**src/rtl/hazard_scheduler.sv**
```systemverilog
// Pipeline hazard scheduler: memory freeze, taken-branch flush and load-use stall,
// with a memory-timeout error state and a saturating stall-cycle counter.
module hazard_scheduler (
    input  logic        CLK,
    input  logic        RST,
    input  logic [5:0]  id_opcode,
    input  logic [4:0]  id_rs,
    input  logic [4:0]  id_rt,
    input  logic [4:0]  ex_rt,
    input  logic        ex_mem2reg,
    input  logic        ex_write_en,
    input  logic        branch_taken,
    input  logic        mem_req,
    input  logic        mem_ready,
    output logic        Stall,
    output logic        pc_write,
    output logic        ifid_write,
    output logic        flush_ifid,
    output logic        flush_idex,
    output logic        pipe_hold,
    output logic        err,
    output logic [15:0] stall_cnt
);

    typedef enum logic [1:0] {RUN, MEMWAIT, ERROR} state_t;

    state_t     state;
    logic [7:0] wait_cnt;

    logic rt_used, rs_hit, rt_hit;
    logic freeze, branch, load_use;

    // rt is a true source only for R-type, BEQ, BNE and SW
    always_comb begin
        rt_used = (id_opcode == 6'h00) || (id_opcode == 6'h04) ||
                  (id_opcode == 6'h05) || (id_opcode == 6'h2b);
        rs_hit  = (ex_rt == id_rs);
        rt_hit  = (ex_rt == id_rt) && rt_used;
    end

    always_comb begin
        freeze   = (state != ERROR) && mem_req && !mem_ready;
        branch   = (state == RUN) && !freeze && branch_taken;
        load_use = (state == RUN) && !freeze && !branch_taken &&
                   ex_mem2reg && ex_write_en && (ex_rt != 5'd0) &&
                   (rs_hit || rt_hit);
    end

    always_comb begin
        Stall      = 1'b0;
        pc_write   = 1'b1;
        ifid_write = 1'b1;
        flush_ifid = 1'b0;
        flush_idex = 1'b0;
        pipe_hold  = 1'b0;
        err        = 1'b0;
        if (RST) begin
            Stall      = 1'b1;
            pc_write   = 1'b0;
            ifid_write = 1'b0;
            flush_ifid = 1'b1;
            flush_idex = 1'b1;
        end else if (state == ERROR) begin
            Stall      = 1'b1;
            pc_write   = 1'b0;
            ifid_write = 1'b0;
            pipe_hold  = 1'b1;
            err        = 1'b1;
        end else if (freeze) begin
            Stall      = 1'b1;
            pc_write   = 1'b0;
            ifid_write = 1'b0;
            pipe_hold  = 1'b1;
        end else if (branch) begin
            Stall      = 1'b1;
            flush_ifid = 1'b1;
            flush_idex = 1'b1;
        end else if (load_use) begin
            Stall      = 1'b1;
            pc_write   = 1'b0;
            ifid_write = 1'b0;
            flush_idex = 1'b1;
        end
    end

    always_ff @(posedge CLK) begin
        if (RST) begin
            state     <= RUN;
            wait_cnt  <= 8'd0;
            stall_cnt <= 16'd0;
        end else begin
            if (Stall && stall_cnt != 16'hFFFF)
                stall_cnt <= stall_cnt + 16'd1;
            case (state)
                ERROR: state <= ERROR;
                default: begin
                    if (freeze) begin
                        // 256th consecutive freeze cycle trips the timeout
                        state    <= (wait_cnt == 8'hFF) ? ERROR : MEMWAIT;
                        wait_cnt <= wait_cnt + 8'd1;
                    end else begin
                        state    <= RUN;
                        wait_cnt <= 8'd0;
                    end
                end
            endcase
        end
    end

endmodule
```
**config.mk**
```make
export PLATFORM = sky130hd
export DESIGN_NAME = hazard_scheduler
export DESIGN_NICKNAME = d
export VERILOG_FILES = /design/src/rtl/hazard_scheduler.sv
export SDC_FILE = /design/constraint.sdc
export NUM_CORES = 1
export LEC_CHECK = 0
export ABC_AREA = 0
export CORE_MARGIN = 3
export CORE_UTILIZATION = 62
export CTS_CLUSTER_DIAMETER = 100
export CTS_CLUSTER_SIZE = 30
export DETAILED_ROUTE_END_ITERATION = 8
export DONT_BUFFER_PORTS = 1
export PLACE_DENSITY = 0.78
export SETUP_SLACK_MARGIN = 0.15
export SLEW_MARGIN = 0
export SYNTH_ARGS = -nofsm -noshare
export SYNTH_HDL_FRONTEND = slang
export SYNTH_SLANG_ARGS = --single-unit
```
**constraint.sdc**
```tcl
create_clock -name CLK -period 2.5 [get_ports CLK]
set_input_delay 0.25 -clock CLK [delete_from_list [all_inputs] [get_ports CLK]]
set_output_delay 0.25 -clock CLK [all_outputs]
set_load 0.01 [all_outputs]
```
# Yosys cells after proc, flatten, opt, wreduce, memory -nomap -nowiden
# Index checks and enable logic that the tools add are counted.
[totals]
ff_bits = 26
inputBits = 28
out_inout_bits = 23
word_cells = 64
[classes]
addsub = 2
eq_ne = 9
muxes = 26
n_bitwise = 1
n_reduce_logical = 22
[ops]
columns = ["operator", "count"]
rows = [
  ["$mux 1", 22],
  ["$add 16x1->16 const B", 1],
  ["$ne 16x16->1 const B", 1],
  ["$eq 6x3->1 const B", 2],
  ["$logic_and 1x1->1", 11],
  ["$eq 5x5->1", 2],
  ["$add 8x1->8 const B", 1],
  ["$eq 8x8->1 const B", 1],
  ["$mux 8", 1],
  ["$eq 6x6->1 const B", 1],
  ["$logic_not 6->1", 1],
  ["$mux 2", 3],
  ["$reduce_bool 5->1", 1],
  ["$logic_or 1x1->1", 4],
  ["$logic_not 1->1", 3],
  ["$reduce_or 3->1", 1],
  ["$eq 2x2->1 const B", 1],
  ["$logic_not 2->1", 1],
  ["$ne 2x2->1 const B", 1],
  ["$not 1->1", 1],
]

# Longest topological paths before layout
[depth]
ltp_word = 16
ltp_mapped = 9
depth_no_buf = 7

# Least setup slack after synthesis
# OpenSTA, ideal clock, no wires.
[synth_path]
path_kind = "input to register"
startpoint = "input port mem_req"
endpoint = "register stall_cnt[11]"
setup_ns = 0.121
arrival_time_ns = 2.021
slack_ns = 0.359
stages = 8
path_buffers = 1
cell_sequence = "nor2b_4 > or4_4 > nor4_2 > a21oi_2 > a21bo_4 > buf_6 > nor3_1 > mux2_2"
[synth_via]
elab_chain_len = 15
[synth_lines]
columns = ["item", "line_no", "rtl"]
rows = [
  ["from (decl)", "13", "input logic mem_req,"],
  ["$logic_and 1x1->1 * (2 in a row)", "42", "freeze = (state != ERROR) && mem_req && !mem_ready;"],
  ["$logic_not 1->1", "43, 44", ""],
  ["$logic_and 1x1->1", "43, 44", ""],
  ["$logic_and 1x1->1 (2 in a row)", "44", "load_use = (state == RUN) && !freeze && !branch_taken &&"],
  ["$logic_and 1x1->1 (3 in a row)", "45", "ex_mem2reg && ex_write_en && (ex_rt != 5'd0) &&"],
  ["$mux 1", "78", "end else if (load_use) begin"],
  ["$mux 1", "74", "end else if (branch) begin"],
  ["$mux 1 *", "69", "end else if (freeze) begin"],
  ["$mux 1 *", "63", "end else if (state == ERROR) begin"],
  ["$mux 1 *", "57", "if (RST) begin"],
  ["$logic_and 1x1->1 *", "92", "if (Stall && stall_cnt != 16'hFFFF)"],
  ["to (signal assigned)", "93", "stall_cnt <= stall_cnt + 16'd1;"],
  ["to (decl)", "22", "output logic [15:0] stall_cnt"],
]
# Every way passes the cells marked *; elsewhere a longest branch is shown, timed or not.
# A chain may end at the register's enable or synchronous reset.

# Final worst setup path
[layout_path]
startpoint = "register state[1]"
endpoint = "register stall_cnt[15]"
[layout_via]
elab_chain_len = 16
[layout_lines]
columns = ["item", "line_no", "rtl"]
rows = [
  ["from (decl)", "27", "state_t state;"],
  ["from (signal assigned)", "99", "state <= (wait_cnt == 8'hFF) ? ERROR : MEMWAIT;"],
  ["$ne 2x2->1", "42", ""],
  ["$logic_and 1x1->1 (2 in a row)", "42", ""],
  ["$logic_not 1->1", "43, 44", ""],
  ["$logic_and 1x1->1", "43, 44", ""],
  ["$logic_and 1x1->1 (2 in a row)", "44", ""],
  ["$logic_and 1x1->1 (3 in a row)", "45", ""],
  ["$mux 1", "78", ""],
  ["$mux 1", "74", ""],
  ["$mux 1", "69", ""],
  ["$mux 1 *", "63", ""],
  ["$mux 1 *", "57", ""],
  ["$logic_and 1x1->1 *", "92", ""],
]
# Marked as above.

==> impl_metrics.csv <==
group,metric,value,unit
timing,fin_worst_skew,0.0108,ns
timing,max_slew.worst_pin.slew,0.684,ns
grt,gr-total-overflow,0,
status,run_status,"complete, no violations",
synthesis,synth_common_cells,"dfxtp_1, o21ai_0, a21oi_1, nand3_1, nor2_1",
timing,period_minus_slack,2.18,ns
power,ir_drop,0.346,mV
synthesis,syn-cell-area,1470,um^2
cts,numCtsBuffers,3,
grt,grt_pass1_wl,4810,um
synthesis,synth-edff-count,0,
layout,nNetsFinal,211,
synthesis,ys_ff_latch,26,
synthesis,synthCells,181,
synthesis,synthesis.nets,211,
detailed_routing,dr.pass1.iters,4,
die,die_area,2990,um^2
synthesis,synth_most_common_cell,"dfxtp_1",
timing,setup_violations,0,
critical_path,worstPathCellList,"or4_4 > nor3_2 > a21oi_2 > a21bo_4 > or4_1 > a21oi_1",
power,leakagePower,0.000544,uW
placement,dp_hpwl,2310,um
layout,syn2layout_area_growth,3.58,%
synthesis,yosys.area.top_type,"dfxtp_1",
cts,htree_levels,1,
placement,port_buffers,0,
layout,design_area,1520,um^2
timing,maxSlewViolCount,0,
layout,fillers,182,
die,fp-row-count,16,
cts,cts_tree,"built",
critical_path,max_stage_delay,0.56,ns
synthesis,yosysUniqueCellTypes,41,
timing,grt_setup_unrepaired,"false",
placement,place_congestion,0.791,
cts,insertion_delay,0.32,ns
placement,dp_cells,201,
detailed_routing,dr.first_iter.drc_count,31,
detailed_routing,wl_per_cell,15.7,um
cts,cts_root_buffer,"clkbuf_4",
synthesis,yosys-top-cells-area,"dfxtp_1, o21ai_0, xnor2_1",
critical_path,critPathKind,"reg -> reg",
timing,finalCritPeriodShare,87.3,%
detailed_routing,wl,3220,um
die,start_util,69.9,%
cts,cts_setup_buffers,0,
layout,regArea,522,um^2
critical_path,crit_path_start_kind,"register",
synthesis,seq_area_frac_synth,35.4,%
placement,dpl_cell_area,1460,um^2
die,die_width,54.7,um
timing,fin_tns_setup,0,ns
power,p_per_area,449,nW/um^2
cts,cts.reportedPaths.clkPinSlew,0.14,ns
min_path,hold_path.class,"in -> reg",
layout,drive_gt1_share,9.50,%
critical_path,crit_required,2.76,ns
die,core-area,2100,um^2
layout,antennaDiodeCount,0,
run,cap_viol_max_count,0,
critical_path,cp.arrival,2.44,ns
die,die_y,54.7,um
synthesis,syn-mean-instance-area,8.12,um^2
grt,grt_max_degree,24,
timing,max_freq,458,MHz
synthesis,synthArstFlopShare,0,%
detailed_routing,drc,0,
die,num_io_pins,51,
detailed_routing,vias_per_cell,6.40,
grt,grt_pass1_vias,1163,
grt,antenna_found_initial,0,
cts,clock_sinks,26,
critical_path,cpMaxStageDelayCell,"or4_4",
timing,hold_viol,0,
detailed_routing,vias,1319,
cts,clock_path_buffers,2,
detailed_routing,drtAntennaViolNets,0,
critical_path,path_max_fanout,12,
layout,multi_input_area,926,um^2
synthesis,yosysTopAreaCellShare,35.4,%
synthesis,yosys_warnings,0,
critical_path,end_kind,"register",
timing,maxSlewHeadroom,54.2,%
layout,final_cells,206,
grt,grtUsageTotal,21.8,%
synthesis,synth_flop_cell,"dfxtp_1",
-- critical path: cells and delay by family, from the launching register on --
kind	cells	cell delay, ns
simple gates	3	1.22
compound gates	3	0.56
flops	1	0.36
-- power breakdown --
group | internal [uW] | total, uW | switching (uW)
Clock | 56.4 | 172 | 116
Combinational | 34.9 | 77.1 | 42.2
Sequential | 422 | 434 | 12.6
Total | 513 | 684 | 171
-- layout make-up --
class | instances | share of cell area [%]
repair buffers | 1 | 0.658
clock buffers | 3 | 1.48
inverters | 2 | 0.493
well taps | 27 | 2.22
multi-input cells | 147 | 60.9
flip-flops and latches | 26 | 34.3
-- cells by family (layout without fill, tap and decap cells) --
family / after synthesis / in the layout / share of synthesized area (%)
simple gates: 87 / 87 / 33.0
compound gates: 40 / 41 / 16.1
flops: 26 / 26 / 35.4
xor+xnor: 13 / 13 / 7.75
buf+inv: 9 / 6 / 3.15
mux: 4 / 4 / 2.90
fa+ha+maj: 2 / 2 / 1.70
-- layer usage --
layer | global-route usage, % | wire, um
met5 | 0 | 0
met4 | 9.54 | 34
met3 | 4.36 | 253
met2 | 35.2 | 1500
met1 | 27.9 | 1440
-- through the flow --
stage	setup WS [ns]	power, uW	utilization (%)	hold slack [ns]
5_1_grt	0.200	719	72.4	0.144
3_3_place_gp	0.317	508	69.6	0.322
4_1_cts	0.220	684	71.2	0.150
6_report	0.318	684	72.4	0.155
3_5_place_dp	0.253	511	69.6	0.325
2_1_floorplan	0.359	510	-	0.443
-- flip-flops by register name, summed over array words and instances, names as in the netlist --
register	cells
wait_cnt	8
state	2
stall_cnt	16
-- worst paths after layout --
kind                            slack, ns       endpoint        start  cells after the start
worst max-delay path                 0.32  stall_cnt[15]     state[1]                      6
worst min-delay path                 0.15  stall_cnt[11]          RST                      2
worst max register to register       0.32  stall_cnt[15]     state[1]                      6
worst min register to register       0.49    wait_cnt[2]  wait_cnt[2]                      1
-- layout by cell type (no fill, tap or decap), types with 2 or more instances in the layout --
| master | n |
|---|---|
| nor3_1 | 7 |
| or3_2 | 2 |
| a21oi_1 | 14 |
| mux2_2 | 2 |
| nor2b_1 | 3 |
| mux2i_1 | 2 |
| xnor2_1 | 9 |
| o21ai_0 | 17 |
| and3_1 | 11 |
| nand3b_1 | 2 |
| clkbuf_4 | 3 |
| xor2_1 | 4 |
| or3_1 | 6 |
| nand2_1 | 12 |
| nor2_1 | 14 |
| inv_1 | 2 |
| nand3_1 | 14 |
| or4_1 | 3 |
| ha_1 | 2 |
| o31ai_1 | 3 |
| dfxtp_1 | 25 |
| nand2b_1 | 3 |
-- repair_timing --
action,in CTS,in global routing
gates resized for setup,0,3
endpoints found under the hold margin,15,0
hold buffers,1,0
endpoints found under the setup margin,0,4
Power figures use the tool's default switching activity.
